### config.mk
export PLATFORM = sky130hd
export DESIGN_NAME = counter_timer_ctrl
export DESIGN_NICKNAME = d
export VERILOG_FILES = /design/src/rtl/counter_pkg.sv /design/src/rtl/tick_prescaler.sv /design/src/rtl/counter_timer_ctrl.sv
export SDC_FILE = /design/constraint.sdc
export NUM_CORES = 1
export LEC_CHECK = 0
export CAP_MARGIN = 20
export CORE_MARGIN = 4
export CORE_UTILIZATION = 40
export CTS_CLUSTER_SIZE = 10
export DETAILED_ROUTE_END_ITERATION = 8
export GPL_TIMING_DRIVEN = 0
export PLACE_DENSITY = 0.77
export SYNTH_ARGS = -nofsm -noshare
export SYNTH_HDL_FRONTEND = slang
export SYNTH_SLANG_ARGS = --single-unit
### constraint.sdc
create_clock -name clk -period 2.1 [get_ports clk]
set_input_delay 0.42 -clock clk [delete_from_list [all_inputs] [get_ports clk]]
set_output_delay 0.42 -clock clk [all_outputs]
set_load 0.1 [all_outputs]
### src/rtl/counter_pkg.sv
// Shared types for the counter timer controller: FSM state encoding and
// mode constants.
package counter_pkg;

  typedef enum logic [1:0] {
    IDLE = 2'd0,
    RUN  = 2'd1,
    HOLD = 2'd2,
    DONE = 2'd3
  } tmr_state_e;

  localparam logic MODE_ONESHOT = 1'b0;
  localparam logic MODE_RELOAD  = 1'b1;

endpackage

### src/rtl/tick_prescaler.sv
// Enable divider for the timer: asserts en once every presc+1 clocks.
// Clears on clr, freezes while hold is high. Used only under TIMER_PRESCALE_EN.
module tick_prescaler #(
  parameter int PRESC_W = 4
) (
  input  logic               clk,
  input  logic               rstn,
  input  logic               clr,
  input  logic               hold,
  input  logic [PRESC_W-1:0] presc,
  output logic               en
);

  logic [PRESC_W-1:0] cnt;

  // >= rather than == so a lowered presc mid-run cannot make cnt run past it
  assign en = !hold && (cnt >= presc);

  always_ff @(posedge clk) begin
    if (!rstn) begin
      cnt <= '0;
    end else if (clr) begin
      cnt <= '0;
    end else if (!hold) begin
      if (en) cnt <= '0;
      else    cnt <= cnt + 1'b1;
    end
  end

endmodule

### src/rtl/counter_timer_ctrl.sv
// Start/stop/pause sequencer around a wrap counter with programmable terminal
// count and one-shot/auto-reload modes. Optional prescaler: TIMER_PRESCALE_EN.
//
//  state | meaning
//  IDLE  | stopped, count=0
//  RUN   | counting on each enable
//  HOLD  | paused, count and prescaler frozen
//  DONE  | one-shot finished, count=0, done=1
module counter_timer_ctrl
  import counter_pkg::*;
#(
  parameter int WIDTH   = 4,
  parameter int PRESC_W = 4
) (
  input  logic               clk,
  input  logic               rstn,
  input  logic               start,
  input  logic               stop,
  input  logic               pause,
  input  logic               mode,
  input  logic [WIDTH-1:0]   period,
  input  logic [PRESC_W-1:0] presc,
  output logic [WIDTH-1:0]   count,
  output logic               tick,
  output logic               busy,
  output logic               done
);

  tmr_state_e       state, state_d;
  logic [WIDTH-1:0] count_d, period_q, period_d;
  logic             mode_q, mode_d, tick_d;
  logic             active, start_go, en;

  assign active   = (state == RUN) || (state == HOLD);
  assign start_go = start && (period != '0);

`ifdef TIMER_PRESCALE_EN
  tick_prescaler #(.PRESC_W(PRESC_W)) u_presc (
    .clk   (clk),
    .rstn  (rstn),
    .clr   (stop || start_go || !active),
    .hold  (active && pause),
    .presc (presc),
    .en    (en)
  );
`else
  logic unused_presc;
  assign unused_presc = ^presc;
  assign en = 1'b1;
`endif

  always_ff @(posedge clk) begin
    if (!rstn) begin
      state    <= IDLE;
      count    <= '0;
      tick     <= 1'b0;
      period_q <= '0;
      mode_q   <= MODE_ONESHOT;
    end else begin
      state    <= state_d;
      count    <= count_d;
      tick     <= tick_d;
      period_q <= period_d;
      mode_q   <= mode_d;
    end
  end

  always_comb begin
    state_d  = state;
    count_d  = count;
    tick_d   = 1'b0;
    period_d = period_q;
    mode_d   = mode_q;
    if (stop) begin
      state_d = IDLE;
      count_d = '0;
    end else if (start_go) begin
      // restart drops any tick that would have fired this cycle
      state_d  = RUN;
      count_d  = '0;
      period_d = period;
      mode_d   = mode;
    end else if (active) begin
      if (pause) begin
        state_d = HOLD;
      end else begin
        state_d = RUN;
        if (en) begin
          if (count == period_q) begin
            count_d = '0;
            tick_d  = 1'b1;
            if (mode_q == MODE_RELOAD) period_d = period;
            else                       state_d  = DONE;
          end else begin
            count_d = count + 1'b1;
          end
        end
      end
    end
  end

  assign busy = active;
  assign done = (state == DONE);

endmodule
==> reports/results.txt, run 1 <==
status: completed
H-tree levels: 1
top cells by area, synth: dfxtp_1 38%, o221a_1 7.1%, nand2b_1 6.9%, xnor2_1 6.9%, a21oi_1 4.8%
fin util: 0.561
CP arrival: 1.61 ns
Post-Place Worst Slack: -0.130 ns
number of global-route vias before repair: 496
Seq/Total Area, Yosys: 0.380
DP Wirelength: 1030 microns
Antenna Nets Post-Route: 0
Register Area: 245 sq um
Fin. Hold Viols: 0
Buf/Inv on CP: 1
Die Area: 0.00228 sq mm
vias after detailed routing: 584
CTS root buf: clkbuf_4
Routed WL: 1370 microns
Die Wd: 47.7 microns
total gr overflow: 0
DR iter-0 viols: 21
Slew Limit Fails: 0
Synth async-reset ratio: 0
CP endpoint kind: output port
Final GP Congestion: 0.797
Synth Register Bits: 12
TritonCTS buffer count: 3
Gate Count Post-Synth: 70
Worst Path Required: 1.68 ns
clk_lat worst skew: 0.27 ns
Peak VDD IR: 339 uV
clock transition at the registers of the reported paths: 0.08 ns
Net Switching: 126 uW
Sw Ratio: 0.253
power per cell area: 591 mW/mm^2
cell taking the most area after synthesis: dfxtp_1
Crit-path slowest cell: clkdlybuf4s15_1
RSZ-0062 raised after global routing: no
cell area after synthesis: 632 sq um
Internal: 373 uW
core area: 0.00151 sq mm
Combinational Power Share: 0.165
Seq pwr share: 0.476
first-pass GRT wire length: 2040 microns
final clock period utilization by the worst path: 0.965
Worst Skew: 0.00762 ns
CTS Hold Bufs: 0
synth unique cells: 22
Worst-Margin Slew: 0.966 ns
number of I/O port buffers: 15
Crit Path Category: flip-flop to output port
post-CTS setup buffers: 0
FMAX: 493 MHz
CTS tree: built
DRC violations left: 0
synthesis-to-layout area growth: 33.9%
routed wire length per instance: 13.0 microns
Finish-stage setup viols: 0
Clock Power Share: 0.359
Die Height: 47.7 microns
Post-layout nets: 106
First-pass DRT Iterations: 4
# diodes: 0
syn nets: 86
Sink Count: 12
area of the multi-input gates: 392 sq um
pin count of the biggest net entering global routing: 11
syn_area_per_cell: 9.03 sq um
crit-path max cell delay: 0.82 ns
Starting Density: 0.419
Resized cells post-CTS: 9
Post-synth EDFFs: 0
FP Rows: 14
layout cells sized above 1: 0.146
Slew headroom: 0.359
share of the synthesized area in the top cell type: 0.380
IO Count: 21
CP Max Fanout: 2
Fillers: 140
worst path cell trace: ha_2, clkdlybuf4s15_1
Total GRT Usage: 0.129
max-cap violations: 0
initial antenna violation count: 0
routed vias/inst: 5.56
post-layout worst setup margin: 0.0727 ns
CTS Buffer Depth: 2
Worst Hold Class: flip-flop to flip-flop
Yosys warning count: 0
prevailing post-synth register cell: dfxtp_1
Startpoint Class: flip-flop
Period minus WS final: 2.03 ns
Leakage: 0.000313 uW
CP delay by family, top: buffers and inverters
[power by group through the flow]
stage	combinational [uW]	clock, uW	sequential (uW)
after floorplan	47.8	0	245
after global placement	80.8	0	243
after detailed placement	82.1	0	244
after CTS	82.0	189	238
after global routing	89.0	200	239
final	82.3	179	238
[synthesized netlist by cell type (2+ instances only)]
cell,n
ha_1,2
dfxtp_1,12
nand4_1,2
a21oi_1,6
nand2b_1,7
nor2_1,4
xnor2_1,5
nor3_1,4
xor2_1,2
nand2_1,5
o221a_1,4
o21ai_0,6
nor3b_1,2
[layout by cell type, fill, tap and decap left out]
cell type,netlist,routed
a21oi_1,6,6
clkdlybuf4s50_1,0,8
nand2b_1,7,7
nand2_1,5,5
dfxtp_1,12,8
nand4_1,2,2
clkbuf_8,0,1
nor3b_1,2,1
dfxtp_2,0,4
o21ai_1,1,1
ha_2,0,1
nor3b_2,0,1
nor2_1,4,4
o21ai_0,6,6
xor2_1,2,2
ha_1,2,1
nor3_1,4,4
or4b_4,1,1
xnor2_1,5,5
dlygate4sd2_1,0,5
o221a_1,4,4
a311oi_1,1,1
clkdlybuf4s15_1,0,1
inv_1,1,1
clkdlybuf4s15_2,0,1
o41ai_2,1,1
nor2b_1,1,1
clkbuf_4,0,3
o211a_1,1,1
o21bai_1,1,1
clkbuf_1,1,1
[registers in the layout, summed over array words and instances (netlist names)]
signal	flops
period_q	4
count	4
state	2
tick	1
mode_q	1
[routing by layer]
layer,up-vias,wire length (microns),GRT usage
li1,294,-,-
met1,266,573,0.149
met2,22,664,0.206
met3,2,124,0.0752
met4,0,8,0.0323
met5,-,0,0
[worst paths after layout]
| check | slack [ns] | cells past startpoint | end | from |
|---|---|---|---|---|
| min reg2reg | 0.50 | 2 | count[1] | count[1] |
| max reg2reg | 0.36 | 4 | period_q[3] | state[1] |
| max | 0.07 | 2 | done | state[1] |
| min | 0.50 | 2 | count[1] | count[1] |
[cell families after synthesis]
kind of cell	count (synthesis)	synth area share
adder cells (fa/ha/maj)	2	0.0396
flip-flops	12	0.380
XOR/XNOR	7	0.0970
AND/OR/NAND/NOR	26	0.230
AO/OA/AOI/OAI	21	0.242
buffers and inverters	2	0.0119
[layout make-up]
cell class / instances / area share
Buffer: 1 / 0.00444
Tap cell: 16 / 0.0237
Multi-Input combinational cell: 56 / 0.463
Clock buffer: 4 / 0.0429
Sequential cell: 12 / 0.290
Inverter: 1 / 0.00444
Timing Repair Buffer: 15 / 0.172
[per-stage QoR]
stage | std cells | power (uW) | setup TNS, ns | cell area, sq um | hold WS (ns)
2_1_floorplan | 70 | 293 | 0 | 639 | 0.472
3_3_place_gp | 101 | 324 | -0.578 | 810 | 0.484
3_5_place_dp | 101 | 326 | -0.590 | 810 | 0.486
4_1_cts | 105 | 509 | 0 | 840 | 0.496
5_1_grt | 105 | 527 | 0 | 846 | 0.526
6_report | 105 | 500 | 0 | 846 | 0.497
[worst min-delay path, cell delays in order, from the launching register on]
cell	delay, ns
dfxtp_2	0.35
nand2_1	0.06
a21oi_1	0.05
Power figures use the tool's default switching activity.
==> run 2: changes to the inputs <==
--- a/config.mk
+++ b/config.mk
@@ -12,6 +12,7 @@
 export DETAILED_ROUTE_END_ITERATION = 8
 export GPL_TIMING_DRIVEN = 0
 export PLACE_DENSITY = 0.77
+export SKIP_CTS_REPAIR_TIMING = 1
 export SYNTH_ARGS = -nofsm -noshare
 export SYNTH_HDL_FRONTEND = slang
 export SYNTH_SLANG_ARGS = --single-unit
==> run 2 against run 1 <==
Largest power group unchanged. Non-clock buffer count unchanged. Fmax up 4.2%. Clock skew down 0.0019 ns. Sequential share of layout area down 0.51 points. Register-to-register slack about the same. Cell area up 1.8%. Clock-buffer cell count unchanged.
==> reports/results.txt, run 2 (synthesis results as in run 1) <==
core area: 0.00151 sq mm (unchanged)
number of global-route vias before repair: 496 (unchanged)
Startpoint Class: flip-flop
Fin. Hold Viols: 0 (unchanged)
Slew Limit Fails: 0 (unchanged)
max-cap violations: 0 (unchanged)
Net Switching: 127 uW (+0.83%)
CTS tree: built
Fillers: 141 (+0.71%)
Crit Path Category: flip-flop to output port
CP endpoint kind: output port
Period minus WS final: 1.95 ns (-0.0823 ns)
routed wire length per instance: 13.4 microns (+2.9%)
RSZ-0062 raised after global routing: no
Largest regs: count: 4 flops, period_q: 4 flops, state: 2 flops
Sink Count: 12 (unchanged)
Antenna Nets Post-Route: 0 (unchanged)
Starting Density: 0.419 (unchanged)
Leakage: 0.000400 uW (+28%)
Worst Skew: 0.00568 ns (-0.00193 ns)
Peak VDD IR: 319 uV (-5.8%)
CTS Buffer Depth: 2 (unchanged)
final clock period utilization by the worst path: 0.926 (-0.0392)
DP Wirelength: 1030 microns (unchanged)
final instance area: 861 sq um (+1.8%)
M3 GR Usage: 0.0752 (unchanged)
layer with the highest usage: met2
Routed WL: 1410 microns (+2.9%)
vias after detailed routing: 587 (+0.51%)
FMAX: 514 MHz (+4.2%)
Worst-Margin Slew: 0.980 ns (+0.0145 ns)
H-tree levels: 1 (unchanged)
IO Count: 21 (unchanged)
Post-layout nets: 106 (unchanged)
met2 usage: 0.206 (unchanged)
Sw Ratio: 0.255 (+0.00192)
DP Cell Count: 101 (unchanged)
CTS root buf: clkbuf_4
post-layout worst setup margin: 0.155 ns (+0.0823 ns)
DR iter-0 viols: 19 (-9.5%)
routed vias/inst: 5.59 (+0.51%)
Internal: 373 uW (-0.19%)
Clock Power Share: 0.361 (+0.002)
hold slack: 0.492 ns (-0.00479 ns)
TritonCTS buffer count: 3 (unchanged)
status: completed
met1 Use GR: 0.149 (unchanged)
Die Area: 0.00228 sq mm (unchanged)
Combinational Power Share: 0.163 (-0.002)
Worst Hold Class: flip-flop to flip-flop
pin count of the biggest net entering global routing: 11 (unchanged)
DP Area: 810 sq um (unchanged)
total gr overflow: 0 (unchanged)
clk_lat worst skew: 0.27 ns (about the same)
most frequent cells in the layout: 8 x clkdlybuf4s50_1, 8 x dfxtp_1, 7 x nand2b_1
Final Non-Filler Cells: 105 (unchanged)
power per cell area: 581 mW/mm^2 (-1.7%)
fin util: 0.571 (+0.00997)
FP Rows: 14 (unchanged)
CP arrival: 1.53 ns (-0.08 ns)
clock transition at the registers of the reported paths: 0.07 ns (about the same)
synthesis-to-layout area growth: 36.2%
Seq pwr share: 0.476 (about the same)
# diodes: 0 (unchanged)
Worst Path Required: 1.68 ns (about the same)
Die Wd: 47.7 microns (unchanged)
initial antenna violation count: 0 (unchanged)
first-pass GRT wire length: 2040 microns (unchanged)
Die Height: 47.7 microns (unchanged)
Post-Place Worst Slack: -0.130 ns (unchanged)
Total GRT Usage: 0.129 (unchanged)
DRC violations left: 0 (unchanged)
layout cells sized above 1: 0.146 (unchanged)
First-pass DRT Iterations: 4 (unchanged)
Final GP Congestion: 0.797 (unchanged)
Slew headroom: 0.345 (-0.0133)
number of I/O port buffers: 15 (unchanged)
CP Max Fanout: 2 (unchanged)
Finish-stage setup viols: 0 (unchanged)
## run 2: cell count changes in the layout (fill, tap and decap cells not counted), sizes merged
cell           previous run  this run
dlymetal6s2s              0         6
clkdlybuf4s15             2         0
dlygate4sd2               5         0
clkbuf                    5         6
## run 2: critical path, stage by stage (launching register included)
cell	delay, ns
dfxtp_1	0.34
ha_2	0.17
dlymetal6s2s_1	0.74
## run 2: final cells by class
cell class              instances  area (sq um)  area share
multi-input cells              56           392       0.455
flip-flops and latches         12           245       0.285
repair buffers                 15           160       0.186
well taps                      16          20.0      0.0233
inverters                       1          3.75     0.00436
clock buffers                   4          36.3      0.0422
plain buffers                   1          3.75     0.00436
## run 2: power by group through the flow
stage	registers, uW	clock network (uW)	logic [uW]
final	238	180	81.7
after global routing	239	199	88.4
after CTS	238	189	82.8
after detailed placement	244	0	82.1
after global placement	243	0	80.8
after floorplan	245	0	47.8
## run 2: worst paths after layout
| path | from | endpoint | slack, ns | cells past startpoint |
|---|---|---|---|---|
| setup / recovery | state[1] | done | 0.15 | 2 |
| hold / removal | count[1] | count[1] | 0.49 | 2 |
| setup reg to reg | state[1] | period_q[1] | 0.37 | 4 |
| hold reg to reg | count[1] | count[1] | 0.49 | 2 |
## run 2: stage by stage
step                TNS [ns]  total power [uW]
floorplan                  0               293
global placement      -0.578               324
detailed placement    -0.590               326
CTS                    -1.21               510
global route               0               526
finish                     0               500
## run 2: metal layers
layer	part of all wire	up-vias
li1	-	299
met1	0.43	271
met2	0.49	17
met3	0.085	0
met4	0	0
met5	0	-
==> variant: new RTL, settings of run 1 <==
Register the outputs `busy` and `done`, with the module's reset; this adds one clock of latency there. The other outputs are not delayed to match.
--- a/src/rtl/counter_timer_ctrl.sv
+++ b/src/rtl/counter_timer_ctrl.sv
@@ -99,7 +99,14 @@
     end
   end
 
-  assign busy = active;
-  assign done = (state == DONE);
+  always_ff @(posedge clk) begin
+    if (!rstn) begin
+      busy <= '0;
+      done <= '0;
+    end else begin
+      busy <= active;
+      done <= (state == DONE);
+    end
+  end
 
 endmodule
Check against the original RTL: not equivalent (a bounded check fails within 4 cycles, from zero or initial values and one cycle with rstn low).
==> variant against run 1 <==
  * Clock skew shrank 0.0047 ns
  * Utilization grew 1.1 points
  * Highest routed layer unchanged
  * Total power grew 6.9%
  * Synthesized area grew 8.3%
  * Routed wire length shrank 2.3%
  * Worst hold slack gained 0.0082 ns
  * Design area grew 5.5%
  * Critical endpoint is now count[0]
  * Sequential cell count grew 2
  * Non-clock buffer count is the same
  * Setup slack gained 0.091 ns
==> variant: results <==
group,metric,value,unit
run_status,status,"completed",
setup_path,worstReg2RegStart,"state[0]",
placement,place_ws,-0.160,ns
pwr,vdd_drop_max,0.299,mV
setup_path,r2r_setup_slack,0.38,ns
yosys,synth_area_leaders,"dfxtp_1 41%, o221a_1 6.6%, nand2b_1 6.4%, xnor2_1 6.4%, a21oi_1 4.4%",
placement,dp_hpwl,1100,um
setup_path,worst-path-max-fanout,5,
placement,dpl_cell_area,860,sq um
yosys,synth_cells,74,
final_layout,finalNonFillerCells,109,
final_layout,layout.nets,110,
routing,via_per_inst,5.38,
routing,wire_per_inst,12.3,um
setup_path,reg2reg_to,"period_q[2]",
clock_tree,cts_resized,7,
yosys,syn_nets,90,
sta,max_freq,517,MHz
setup_path,arrival,1.52,ns
final_layout,drive_above_1_share,0.118,
routing,drt-initial-drc-count,4,
pwr,p_leak,0.346,nW
global_route,grt_pass1_wl,2370,um
global_route,grt_pass1_vias,594,
setup_path,cpPeakStageDelay,0.87,ns
sta,whs,0.505,ns
setup_path,crit_start,"count[0]",
-- variant: changes by cell type in the layout (fill, tap and decap cells not counted) --
cell	run 1	this run
clkdlybuf4s15_2	1	0
dfxtp_1	8	10
ha_1	1	2
dlygate4sd2_1	5	7
clkdlybuf4s15_1	1	0
ha_2	1	0
and2_1	0	2
-- variant: area by class of cell --
cell class,count,area [sq um]
Buffer,1,3.75
Timing Repair Buffer,15,141
Multi-Input combinational cell,58,402
Inverter,1,3.75
Clock buffer,4,36.3
Sequential cell,14,285
Fill cell,148,667
Tap cell,16,20.0
-- variant: cells by family after synthesis --
| kind of cell | Yosys count | synth area share |
|---|---|---|
| xor+xnor | 7 | 0.0896 |
| flops | 14 | 0.410 |
| compound gates | 21 | 0.223 |
| fa+ha+maj | 2 | 0.0366 |
| buf+inv | 2 | 0.0110 |
| simple gates | 28 | 0.230 |
-- variant: how the worst min path moves through the flow --
stage | start | end
floorplan | mode_q | mode_q
global placement | count[1] | count[1]
detailed placement | state[1] | state[1]
CTS | count[1] | count[1]
global route | state[1] | state[1]
finish | count[1] | count[1]
-- variant: routing by layer --
| metal | GRT usage | wire length, um |
|---|---|---|
| met1 | 0.134 | 620 |
| met5 | 0 | 0 |
| met2 | 0.217 | 641 |
| met4 | 0.0853 | 32 |
| met3 | 0.0214 | 43 |
-- variant: power groups by stage --
stage	Sequential [mW]	Combinational [mW]	Clock [mW]
4_1_cts	0.277	0.0760	0.189
2_1_floorplan	0.292	0.0356	0
5_1_grt	0.278	0.0840	0.201
3_5_place_dp	0.283	0.0767	0
6_report	0.277	0.0765	0.181
3_3_place_gp	0.283	0.0756	0
